--- src/rtl/instr_fetch.sv ---
// Instruction fetch stage: PC generator, in-order fetch FIFO and redirect/drop handling.
// Optional build define IFU_MISALIGN_EN halts fetching on a misaligned redirect target.
module instr_fetch #(
  parameter logic [31:0] RESET_PC = 32'h0000_0000,
  parameter int          DEPTH    = 2
) (
  input  logic        clk,
  input  logic        rst_n,
  input  logic        redirect_valid,
  input  logic [31:0] redirect_pc,
  output logic        imem_req_valid,
  input  logic        imem_req_ready,
  output logic [31:0] imem_req_addr,
  input  logic        imem_rsp_valid,
  input  logic [31:0] imem_rsp_data,
  output logic        instr_valid,
  input  logic        instr_ready,
  output logic [31:0] instruction,
  output logic [31:0] instr_pc,
  output logic        fetch_misalign
);
  localparam int              PTR_W   = $clog2(DEPTH);
  localparam int              CNT_W   = $clog2(DEPTH + 1);
  localparam logic [CNT_W:0]  DEPTH_C = (CNT_W + 1)'(DEPTH);

  typedef enum logic {S_FETCH = 1'b0, S_HALT = 1'b1} state_e;

  state_e             state_q, state_d;
  logic [31:0]        pc_q, pc_d;
  logic [31:0]        rsp_pc_q, rsp_pc_d;
  logic [CNT_W-1:0]   count_q, count_d;
  logic [CNT_W-1:0]   outst_q, outst_d;
  logic [CNT_W-1:0]   drop_q, drop_d;
  logic [PTR_W-1:0]   head_q, head_d;
  logic [PTR_W-1:0]   tail_q, tail_d;
  logic               misalign_q, misalign_d;
  logic [31:0]        fifo_data_q [DEPTH];
  logic [31:0]        fifo_pc_q   [DEPTH];

  logic [31:0]        redir_tgt;
  logic               redir_bad;
  logic               req_fire;
  logic               rsp_take;
  logic               push;
  logic               pop;

`ifdef IFU_MISALIGN_EN
  assign redir_tgt = redirect_pc;
  assign redir_bad = (redirect_pc[1:0] != 2'b00);
`else
  logic [1:0] unused_redirect_lsbs;
  assign unused_redirect_lsbs = redirect_pc[1:0];
  assign redir_tgt = {redirect_pc[31:2], 2'b00};
  assign redir_bad = 1'b0;
`endif

  // Credit check counts both in-flight and buffered words so a response always has a slot.
  assign imem_req_valid = rst_n && (state_q == S_FETCH) && !redirect_valid &&
                          (({1'b0, outst_q} + {1'b0, count_q}) < DEPTH_C);
  assign imem_req_addr  = pc_q;
  assign req_fire       = imem_req_valid && imem_req_ready;
  // Responses with nothing outstanding belong to a stream killed by reset.
  assign rsp_take       = imem_rsp_valid && (outst_q != '0);
  assign push           = rsp_take && (drop_q == '0) && !redirect_valid;

  assign instr_valid    = (count_q != '0) && !redirect_valid;
  assign pop            = instr_valid && instr_ready;
  assign instruction    = (count_q != '0) ? fifo_data_q[head_q] : '0;
  assign instr_pc       = (count_q != '0) ? fifo_pc_q[head_q] : '0;
  assign fetch_misalign = misalign_q;

  always_comb begin
    pc_d       = pc_q;
    rsp_pc_d   = rsp_pc_q;
    count_d    = count_q;
    outst_d    = outst_q;
    drop_d     = drop_q;
    head_d     = head_q;
    tail_d     = tail_q;
    state_d    = state_q;
    misalign_d = misalign_q;

    if (req_fire) pc_d = pc_q + 32'd4;
    outst_d = outst_q + CNT_W'(req_fire) - CNT_W'(rsp_take);
    if (rsp_take) begin
      if (drop_q != '0) drop_d = drop_q - CNT_W'(1);
      else              rsp_pc_d = rsp_pc_q + 32'd4;
    end
    if (push) tail_d = tail_q + PTR_W'(1);
    if (pop)  head_d = head_q + PTR_W'(1);
    count_d = count_q + CNT_W'(push) - CNT_W'(pop);

    // Every word still in flight after this edge belongs to the old stream.
    if (redirect_valid) begin
      pc_d       = redir_tgt;
      rsp_pc_d   = redir_tgt;
      count_d    = '0;
      head_d     = '0;
      tail_d     = '0;
      drop_d     = outst_q - CNT_W'(rsp_take);
      state_d    = redir_bad ? S_HALT : S_FETCH;
      misalign_d = redir_bad;
    end
  end

  always_ff @(posedge clk) begin
    if (!rst_n) begin
      state_q    <= S_FETCH;
      pc_q       <= RESET_PC;
      rsp_pc_q   <= RESET_PC;
      count_q    <= '0;
      outst_q    <= '0;
      drop_q     <= '0;
      head_q     <= '0;
      tail_q     <= '0;
      misalign_q <= 1'b0;
    end else begin
      state_q    <= state_d;
      pc_q       <= pc_d;
      rsp_pc_q   <= rsp_pc_d;
      count_q    <= count_d;
      outst_q    <= outst_d;
      drop_q     <= drop_d;
      head_q     <= head_d;
      tail_q     <= tail_d;
      misalign_q <= misalign_d;
    end
  end

  always_ff @(posedge clk) begin
    if (push) begin
      fifo_data_q[tail_q] <= imem_rsp_data;
      fifo_pc_q[tail_q]   <= rsp_pc_q;
    end
  end

endmodule
--- config.mk ---
export PLATFORM = sky130hd
export DESIGN_NAME = instr_fetch
export DESIGN_NICKNAME = d
export VERILOG_FILES = /design/src/rtl/instr_fetch.sv
export SDC_FILE = /design/constraint.sdc
export NUM_CORES = 1
export LEC_CHECK = 0
export CORE_MARGIN = 2
export CORE_UTILIZATION = 55
export CTS_CLUSTER_DIAMETER = 100
export DETAILED_ROUTE_END_ITERATION = 10
export GPL_TIMING_DRIVEN = 0
export HOLD_SLACK_MARGIN = 0.02
export PLACE_DENSITY = 0.85
export SYNTH_ARGS = -nofsm -noshare
export SYNTH_HDL_FRONTEND = slang
export SYNTH_SLANG_ARGS = --single-unit
--- constraint.sdc ---
create_clock -name clk -period 6.63 [get_ports clk]
set_input_delay 0.663 -clock clk [delete_from_list [all_inputs] [get_ports clk]]
set_output_delay 0.663 -clock clk [all_outputs]
set_load 0.03 [all_outputs]
### Yosys cells after proc, flatten, opt, wreduce, memory -nomap -nowiden

Memory sizes are Yosys's and may differ from the RTL's. A register that Yosys moved wholly into a read port is not among the register bits.
Index checks and enable logic that the tools add are counted.

| word-level totals | value |
|---|---|
| memories | 2 |
| output and inout bits | 99 |
| bits in writable memories | 128 |
| flip-flop bits (word level) | 72 |
| logic and storage cells | 62 |
| bits of input ports | 70 |

| operators by class | value |
|---|---|
| $lt $le $gt $ge | 1 |
| bitwise gates (word level) | 2 |
| eq/ne operators | 1 |
| reduce and logical (&&, ||, !) cells | 20 |
| add/subtract/negate cells | 11 |
| muxes and demuxes | 16 |

Memory list:

| name | words | width | rd ports | clocked after Yosys merged registers in | write ports | line | text |
|---|---|---|---|---|---|---|---|
| fifo_data_q | 2 | 32 | 1 | 1 | 1 | 37 | `logic [31:0] fifo_data_q [DEPTH];` |
| fifo_pc_q | 2 | 32 | 1 | 1 | 1 | 38 | `logic [31:0] fifo_pc_q [DEPTH];` |

Operators with widths:

| cell | count |
|---|---|
| $mux 32 | 7 |
| $add 32x3->32 const B | 2 |
| $reduce_bool 2->1 | 6 |
| $logic_and 1x1->1 | 8 |
| $mux 1 | 6 |
| $mux 2 | 3 |
| $reduce_and 2->1 | 3 |
| $sub 2x1->2 | 3 |
| $add 2x1->2 | 2 |
| $add 2x2->3 | 1 |
| $lt 3x2->1 const B | 1 |
| $add 1x1->1 const B | 2 |
| $logic_not 2->1 | 1 |
| $ne 2x2->1 const B | 1 |
| $not 1->1 | 2 |
| $reduce_or 2->1 | 1 |
| $sub 2x1->2 const B | 1 |
| $logic_not 1->1 | 1 |

### Longest topological paths before layout

Gate-level depths: netlist of run 1.

| depth | value |
|---|---|
| depth in word-level cells | 6 |
| depth in mapped cells | 11 |
| depth with buffers taken out | 10 |

### Worst setup path before layout of run 1

Ideal clock, no wire load.

| timing | value |
|---|---|
| path type | in2reg |
| from | in redirect_valid |
| to | mem fifo_data_q[0][0], enable pin |
| arrival time | 4135 ps |
| path buffers | 3 |
| path slack | 2013 ps |
| stages on the path | 6 |
| data required time | 6148 ps |
| library setup time | 482 ps |
| cells stage by stage | clkbuf_1 > inv_1 > clkbuf_1 > clkbuf_1 > nand3_1 > nor2_1 |

| between the ends | value |
|---|---|
| word-level cells in the longest chain between the ends | 4 |

RTL lines:

| element | line | text |
|---|---|---|
| start, declared | 9 | `input logic redirect_valid,` |
| $logic_not 1->1 | 64 | `assign push = rsp_take && (drop_q == '0) && !redirect_valid;` |
| $logic_and 1x1->1 | 64 |  |
| $mux 1 | 131 | `if (push) begin` |
| $mux 1 (not written as such) | 132 | `fifo_data_q[tail_q] <= imem_rsp_data;` |
| end, declared | 37 |  |

Every way passes these cells.

==> flow_results.org, run 1 <==
** Run status
- Status :: finished clean

** Clock tree
- TritonCTS created 17 clock buffers.
- Root Driver :: sky130_fd_sc_hd__clkbuf_16
- Clock H-tree levels :: 4
- Clock latency on the worst-skew pair :: 0.43 ns
- Clk slew on worst S/H paths :: 0.07 ns
- For this design, the sink count on the clock tree is 193.
- Setup fix buffers added after clock tree synthesis :: 0
- Once the clock tree was built, the resizer swapped 0 gates to a different size.
- Counting along the longest clock path gives a buffer depth of 2.
- TritonCTS clock tree :: built
- Buffers inserted to repair hold after CTS numbered 0.

** Critical path
- Data on the critical path is required at its endpoint by 5.97 ns.
- In this run the critical register-to-register path is captured at outst_q[1]$_SDFF_PN0_.
- Setup Crit Path Kind :: reg2out
- Register-to-register setup slack :: 3.30 ns
- The worst setup path is captured at a primary output.
- Data on the critical path arrives at its endpoint at 2.77 ns.
- Max Fanout on Critical Path :: 10
- The worst setup path is launched from a register.
- The worst register-to-register path has a depth of 11.
- The worst register-to-register path begins at outst_q[0]$_SDFF_PN0_.

** Flow run
- Max cap viols :: 0

** Drt
- Number of violations reported at the end of detailed-routing iteration 0 :: 521
- Wire length per cell :: 17.93 um
- Per-cell via count in the routed design :: 5.741
- Wire length after detailed routing :: 19380 um
- The count of nets left with antenna violations once routing finished came out at 0.
- For this run, design rule violations remaining after detail routing come to 0.
- DR vias :: 6206
- Detailed-routing iteration count for the pre-antenna-repair pass :: 5

** Floorplan
- Initial standard-cell utilization of the core :: 56.63%
- For this design the top-level I/O count stands at 169.
- Measured along the y axis, the die boundary spans 126.6 um.
- The die covers 0.01602 mm^2.
- The die is 126.6 um wide.
- Cell row count :: 44
- Core region area :: 0.01459 mm^2

** Power
- Total power for the finished layout comes to 2.824 mW.
- The analysis attributes to cell leakage a power of 3.550 nW.
- For this design the ratio of total power to cell area is 261.6 mW/mm^2.
- Peak ir drop on the vdd network :: 0.2245 mV

** Layout
- The library cell used most frequently in the layout, excluding fill and tap cells, is sky130_fd_sc_hd__clkdlybuf4s50_1.
- Total inserted antenna cells :: 0
- Counting the fill cells in the layout gives 962.
- Of the cells placed in the final design, the portion with a size suffix greater than 1 is 6.577%.
- Top library cells by usage in the layout, fill and taps aside :: 160 x sky130_fd_sc_hd__clkdlybuf4s50_1, 124 x sky130_fd_sc_hd__edfxtp_1, 80 x sky130_fd_sc_hd__nor2_1, 69 x sky130_fd_sc_hd__dfxtp_1, 63 x sky130_fd_sc_hd__mux2i_1
- Area growth syn-to-layout :: 30.70%
- The net count of the finished layout is 963.
- Summing all multi-input logic gate instances after layout gives 0.002964 mm^2.
- FF+latch area :: 0.005105 mm^2

** Synth
- Share of the synthesized area in the top cell type :: 45.07%
- EDFF count, synth :: 124
- For this run, asynchronously set or reset flops after synthesis account for 0%.
- The most used flip-flop cell after synthesis is sky130_fd_sc_hd__edfxtp_1.
- Total number of yosys warnings :: 0
- In the synthesized netlist, the number of instances is 697.
- Register bit total from synthesis :: 193
- Per-instance average area after synthesis :: 11.85 um^2
- The synthesized design spends more area on one cell type than any other, namely sky130_fd_sc_hd__edfxtp_1.
- The synthesized netlist occupies a cell area of 0.008262 mm^2.
- Of the synthesized area, sequential elements account for 61.79%.
- In the post-synthesis netlist, the biggest area contributors are sky130_fd_sc_hd__edfxtp_1 45%, sky130_fd_sc_hd__dfxtp_1 17%, sky130_fd_sc_hd__mux2i_1 7.6%.
- Yosys mapped the design onto 56 distinct sky130hd cell types.

** STA
- Based on the critical path, the design can be clocked at up to 0.2912 GHz.
- Count of endpoints failing setup in the final report :: 0
- The worst pin sits at a relative slew slack of 15.04%.
- The clock arrives with 0.009159 ns of skew.
- Setup_tns :: 0 ns
- The worst path needs 3.434 ns of the cycle, external delays included.
- Setup repair after global routing left no endpoint under its margin.
- The total count of max-transition violations in the final report was 0.
- Ratio of final minimum period to clock period :: 51.80%
- At the pin with the least slew margin, the transition time is 1.263 ns.
- The final-report hold violation count was 0.

** Global routing
- Vias in the first global route :: 5948
- Number of antenna violations at the first check in global routing :: 0
- Largest net degree at the start of global routing :: 30
- The first global-routing pass estimated 30200 um of wire.
- GRT Util Overall :: 24.11%
- For this run the aggregate overflow at the end of global routing stands at 0.

** Worst hold path
- In this run the worst hold path is classified as reg2reg.
- Counting instances, the worst hold path has a depth of 0.
- The path with the worst hold slack has its endpoint at fifo_pc_q[1][28]$_DFFE_PP_.
- The startpoint identified for the worst hold timing path is rsp_pc_q[28]$_SDFFE_PN0P_.

** Placement
- Final weighted congestion of routability-driven global placement :: 0.9216
- Once detailed placement completed, the half-perimeter wirelength came to 13880 um.
- Port buffering added 160 buffers.
[flip-flops by register name, summed over array words and instances, names as in the netlist, named ones only]
register and cells:
tail_q 1, count_q 2, head_q 1, drop_q 2
outst_q 2, fifo_pc_q 60, imem_req_addr 30, rsp_pc_q 30
fifo_data_q 64
[cell type report]
class | instances | share of cell area, %
Inverter | 12 | 0.4171
Timing Repair Buffer | 164 | 15.71
Clock buffer | 18 | 4.067
Buffer | 40 | 1.645
Clock inverter | 14 | 1.298
Tap cell | 184 | 2.132
Multi-Input combinational cell | 456 | 27.45
Sequential cell | 193 | 47.28
[cell families after synthesis]
family	synth area share [%]
XOR/XNOR	5.407
multiplexers	7.769
buffers and inverters	2.696
flip-flops	61.79
other	0.04539
adder cells (fa/ha/maj)	1.454
AO/OA/AOI/OAI	7.300
AND/OR/NAND/NOR	13.54
[report_power, final]
part           internal (mW)  switching (mW)  total [mW]
clock network          0.563           0.438        1.00
logic                  0.174           0.229       0.403
registers               1.36          0.0599        1.42
[critical path, stage by stage, from the launching register on]
cell and delay [ns]:
sky130_fd_sc_hd__dfxtp_1 0.32, sky130_fd_sc_hd__clkbuf_1 0.41, sky130_fd_sc_hd__clkbuf_1 0.60, sky130_fd_sc_hd__mux2i_1 0.17, sky130_fd_sc_hd__nor2_1 0.12, sky130_fd_sc_hd__clkdlybuf4s50_1 0.72
[metrics by stage]
step,setup WS [ns],std cells,util (%),hold slack [ns],area (um^2)
global route,2.999,1081,74.01,0.4844,10800
floorplan,2.013,701,-,0.4256,8277
CTS,3.127,1081,74.01,0.4587,10800
detailed placement,3.206,1049,70.04,0.4416,10220
finish,3.196,1081,74.01,0.4610,10800
global placement,0.2744,1045,69.29,0.4390,10110
[synthesized netlist by cell type (all sizes together) (4+ instances only)]
master  number
edfxtp     124
nor2        83
dfxtp       69
mux2i       63
a21oi       47
o21ai       35
nand2       29
clkbuf      27
xor2        26
xnor2       25
nand3       24
nand4       24
buf         13
inv         12
nor3        12
and2        10
and3        10
and4         8
ha           8
a31oi        6
nor4         6
or3          4
[how the worst max path moves through the flow]
stage                   startpoint                           end  slack, ns
floorplan           redirect_valid   fifo_data_q[0][0]$_DFFE_PP_       2.01
global placement    redirect_valid  fifo_data_q[1][28]$_DFFE_PP_       0.27
detailed placement  redirect_valid  fifo_data_q[0][26]$_DFFE_PP_       3.21
CTS                       register                  instr_pc[21]       3.13
global route              register                   instr_pc[5]       3.00
finish                    register                  instr_pc[13]       3.20
[per-layer routing]
layer	wire [um]	GRT usage [%]	up-vias
met5	0	0	-
met2	8789	37.97	292
met3	1689	6.537	46
li1	-	-	2919
met4	585	10.21	0
met1	8319	31.70	2949
No activity file was read; power rests on OpenSTA's default activity.
==> inputs of run 2 (changes only) <==
--- a/config.mk
+++ b/config.mk
@@ -6,12 +6,12 @@
 export NUM_CORES = 1
 export LEC_CHECK = 0
 export CORE_MARGIN = 2
-export CORE_UTILIZATION = 55
+export CORE_UTILIZATION = 51
 export CTS_CLUSTER_DIAMETER = 100
 export DETAILED_ROUTE_END_ITERATION = 10
 export GPL_TIMING_DRIVEN = 0
 export HOLD_SLACK_MARGIN = 0.02
-export PLACE_DENSITY = 0.85
+export PLACE_DENSITY = 0.79
 export SYNTH_ARGS = -nofsm -noshare
 export SYNTH_HDL_FRONTEND = slang
 export SYNTH_SLANG_ARGS = --single-unit
==> constraint.sdc (replaced) <==
create_clock -name clk -period 3.3 [get_ports clk]
set_input_delay 0.33 -clock clk [delete_from_list [all_inputs] [get_ports clk]]
set_output_delay 0.33 -clock clk [all_outputs]
set_load 0.03 [all_outputs]
==> run 2 against run 1 <==
  * Register-to-register slack got worse by 3.2 ns
  * Sequential power rose by 100%
  * Clock skew rose by 0.0013 ns
  * Cell area rose by 1.0%
==> flow_results.org, run 2 (synthesized netlist as in run 1, its figures left out) <==
** Floorplan
- The die area came to 0.01723 mm^2 (+7.6%).
- Core region area :: 0.01589 mm^2 (+8.9%)
- Chip Width :: 131.3 um (+3.7%)
- Cell row count :: 46 (+4.5%)
- Height of the chip :: 131.3 um (+3.7%)
- Initial standard-cell utilization of the core :: 52.01% (-4.6 points)
- Boundary pin count :: 169 (unchanged)

** Clock tree
- TritonCTS buffer count :: 17 (unchanged)
- Root Driver :: sky130_fd_sc_hd__clkbuf_16
- Clock H-tree levels :: 4 (unchanged)
- Number of buffers on the longest clock path :: 2 (unchanged)
- The quantity of gates resized following cts is 1 (+1).
- The total number of clock tree sinks is 193 (unchanged).
- TritonCTS built the clock tree.
- CTS hold repair buffers :: 0 (unchanged)
- The count of buffers added by post-CTS timing repair for setup was 0 (unchanged).
- Clock latency on the worst-skew pair :: 0.43 ns (about the same)
- Clk slew on worst S/H paths :: 0.07 ns (about the same)

** Critical path
- Cell family with the largest share of critical-path delay :: simple AND/OR/NAND/NOR gates
- The buffer and inverter count on the worst path came to 3 (unchanged).
- CP Capture Type :: register
- The required arrival time at the worst endpoint is 3.63 ns (-2.34 ns).
- Kind of start point of the critical path :: register
- Worst path cell trace :: and2_1 -> fa_1 -> or3b_2 -> clkbuf_1 -> nor2_4 -> inv_1 -> ha_1 -> inv_1 -> ha_1 -> xnor2_1 -> and2_1
- The arrival time reported for the critical path endpoint was 3.51 ns (+0.74 ns).
- Setup Crit Path Kind :: reg2reg
- The maximum single-stage delay on the critical path was 0.48 ns (-0.24 ns).
- The maximum fanout along the worst path came to 10 (unchanged).
- Cell at the slowest stage of the critical path :: sky130_fd_sc_hd__or3b_2

** Drt
- Wire length per cell :: 17.05 um (-4.9%)
- Met3 routed WL :: 1124 um (-33%)
- Detailed-routing iteration count for the pre-antenna-repair pass :: 5 (unchanged)
- Per-cell via count in the routed design :: 5.392 (-6.1%)
- Wire length after detailed routing :: 18970 um (-2.1%)
- The first-iteration detailed-routing DRC count is 416 (-20%).
- Routed signal wires occupy layers up through met4.
- Detailed-routed wire length on met2 :: 8940 um (+1.7%)
- The DRC violation count after routing came to 0 (unchanged).
- The post-detailed-route count of antenna-violating nets was 0 (unchanged).
- The routed metal-1 wire length came to 8527 um (+2.5%).
- The count of vias placed by the detailed router is 6001 (-3.3%).

** STA
- Count of endpoints failing setup in the final report :: 0 (unchanged)
- Smallest setup slack after layout :: 0.1135 ns (-3.082 ns)
- Timing would allow up to 0.3138 GHz.
- RSZ-0062 raised after global routing :: no
- Ratio of final minimum period to clock period :: 96.56%
- Final-report max-slew violation count :: 0 (unchanged)
- Least-Margin Pin Slew :: 1.266 ns (+0.002787 ns)
- The worst max-slew margin expressed relative to the limit was 14.85% (-0.19 points).
- Final Critical Period :: 3.187 ns
- The post-route worst hold slack is 0.4616 ns (+0.0005700 ns).
- Worst setup skew after layout :: 0.01048 ns (+0.001322 ns)
- The final-report hold violation count is 0 (unchanged).

** Placement
- The total of buffers placed on input and output ports is 160 (unchanged).
- The HPWL reported at the end of detailed placement came to 13660 um (-1.6%).
- Placement-stage worst setup slack :: 0.01145 ns (-3.195 ns)
- Final weighted congestion of routability-driven global placement :: 0.8723 (-5.3%)
- # placed instances :: 1081 (+3.1%)

** Layout
- In the final layout, the registers with the most flip-flops are fifo_data_q: 64 flops, fifo_pc_q: 60 flops.
- Compared with the post-synthesis result, the final layout area differs by 32.02%.
- Total inserted antenna cells :: 0 (unchanged)
- Final cell count without fillers :: 1113 (+3.0%)
- Leaving out fill and tap cells, the most frequent cells in the layout are 160 x sky130_fd_sc_hd__clkdlybuf4s50_1, 124 x sky130_fd_sc_hd__edfxtp_1, 80 x sky130_fd_sc_hd__nor2_1, 69 x sky130_fd_sc_hd__dfxtp_1, 63 x sky130_fd_sc_hd__mux2i_1.
- Number of nets at the end of the flow :: 963 (unchanged)
- FILL cells :: 1218 (+27%)
- Most common library cell in the layout ignoring fill and taps :: sky130_fd_sc_hd__clkdlybuf4s50_1
- Register bank with the most flops :: fifo_data_q
- Share of cells above drive strength 1 :: 6.466% (-0.11 points)
- Max reg flops :: 64 (unchanged)

** Power
- The leakage power was 3.573 nW (+0.65%).
- The ratio of total power to cell area was 529.8 mW/mm^2 (+100%).
- Peak ir drop on the vdd network :: 0.4023 mV (+79%)

** Flow run
- Max cap viols :: 0 (unchanged)

** Global routing
- The global-route wire length before repair was 30070 um (-0.43%).
- The maximum number of pins on one net before global-route repair came to 23 (-23%).
- The total congestion overflow after global routing came to 0 (unchanged).
- Number of antenna violations at the first check in global routing :: 0 (unchanged)
- The total track usage is 22.18% (-1.9 points).
- Vias in the first global route :: 5843 (-1.8%)

** Worst hold path
- The worst hold path belongs to the class reg2reg.

** Run status
- Status :: finished clean
[run 2: cell types whose count changed in the layout (fill, tap and decap cells not counted), sizes merged]
cell and change:
clkbuf +8, clkinv -8, clkinvlp +2, buf -1, inv -1
[run 2: worst reg2reg max path, cell delays in order, from the launching register on]
cell                       delay (ns)
sky130_fd_sc_hd__dfxtp_1         0.45
sky130_fd_sc_hd__and2_1          0.18
sky130_fd_sc_hd__fa_1            0.46
sky130_fd_sc_hd__or3b_2          0.48
sky130_fd_sc_hd__clkbuf_1        0.23
sky130_fd_sc_hd__nor2_4          0.31
sky130_fd_sc_hd__inv_1           0.18
sky130_fd_sc_hd__ha_1            0.31
sky130_fd_sc_hd__inv_1           0.04
sky130_fd_sc_hd__ha_1            0.18
sky130_fd_sc_hd__xnor2_1         0.12
sky130_fd_sc_hd__and2_1          0.15
[run 2: final cells by class]
cell class                      count  area [um^2]  area share, %
Sequential cell                   193         5105          46.81
Clock buffer                       25        529.3          4.853
Inverter                           12        45.04         0.4130
Buffer                             40        181.4          1.663
Timing Repair Buffer              164         1712          15.69
Multi-Input combinational cell    456         2969          27.22
Clock inverter                      7        95.09         0.8719
Tap cell                          216        270.3          2.478
[run 2: through the flow]
step           setup TNS, ns  util, %  cell area [um^2]  total power, mW
6_report                   0    68.66             10910            5.778
3_3_place_gp         -366.58    63.89             10150            3.664
4_1_cts                    0    68.64             10900            5.809
5_1_grt                    0    68.66             10910            5.971
3_5_place_dp               0    64.67             10270            3.702
2_1_floorplan        -122.04        -              8277            3.349
[run 2: worst paths after layout]
| path | start | endpoint | slack, ns | cells after the start |
|---|---|---|---|---|
| min reg2reg | rsp_pc_q[29]$_SDFFE_PN0P_ | fifo_pc_q[0][29]$_DFFE_PP_ | 0.46 | 0 |
| min | rsp_pc_q[29]$_SDFFE_PN0P_ | fifo_pc_q[0][29]$_DFFE_PP_ | 0.46 | 0 |
| max reg2reg | outst_q[0]$_SDFF_PN0_ | outst_q[1]$_SDFF_PN0_ | 0.11 | 11 |
| max | outst_q[0]$_SDFF_PN0_ | outst_q[1]$_SDFF_PN0_ | 0.11 | 11 |
[run 2: where the power goes]
part           total, mW  switching [mW]  internal, mW
Combinational      0.813           0.460         0.353
Sequential          2.85           0.114          2.73
Clock               2.12           0.846          1.27
[run 2: metal layers]
metal	up-vias	global-route usage, %
met5	-	0
li1	2906	-
met4	0	8.635
met1	2840	29.70
met2	225	35.67
met3	30	4.630
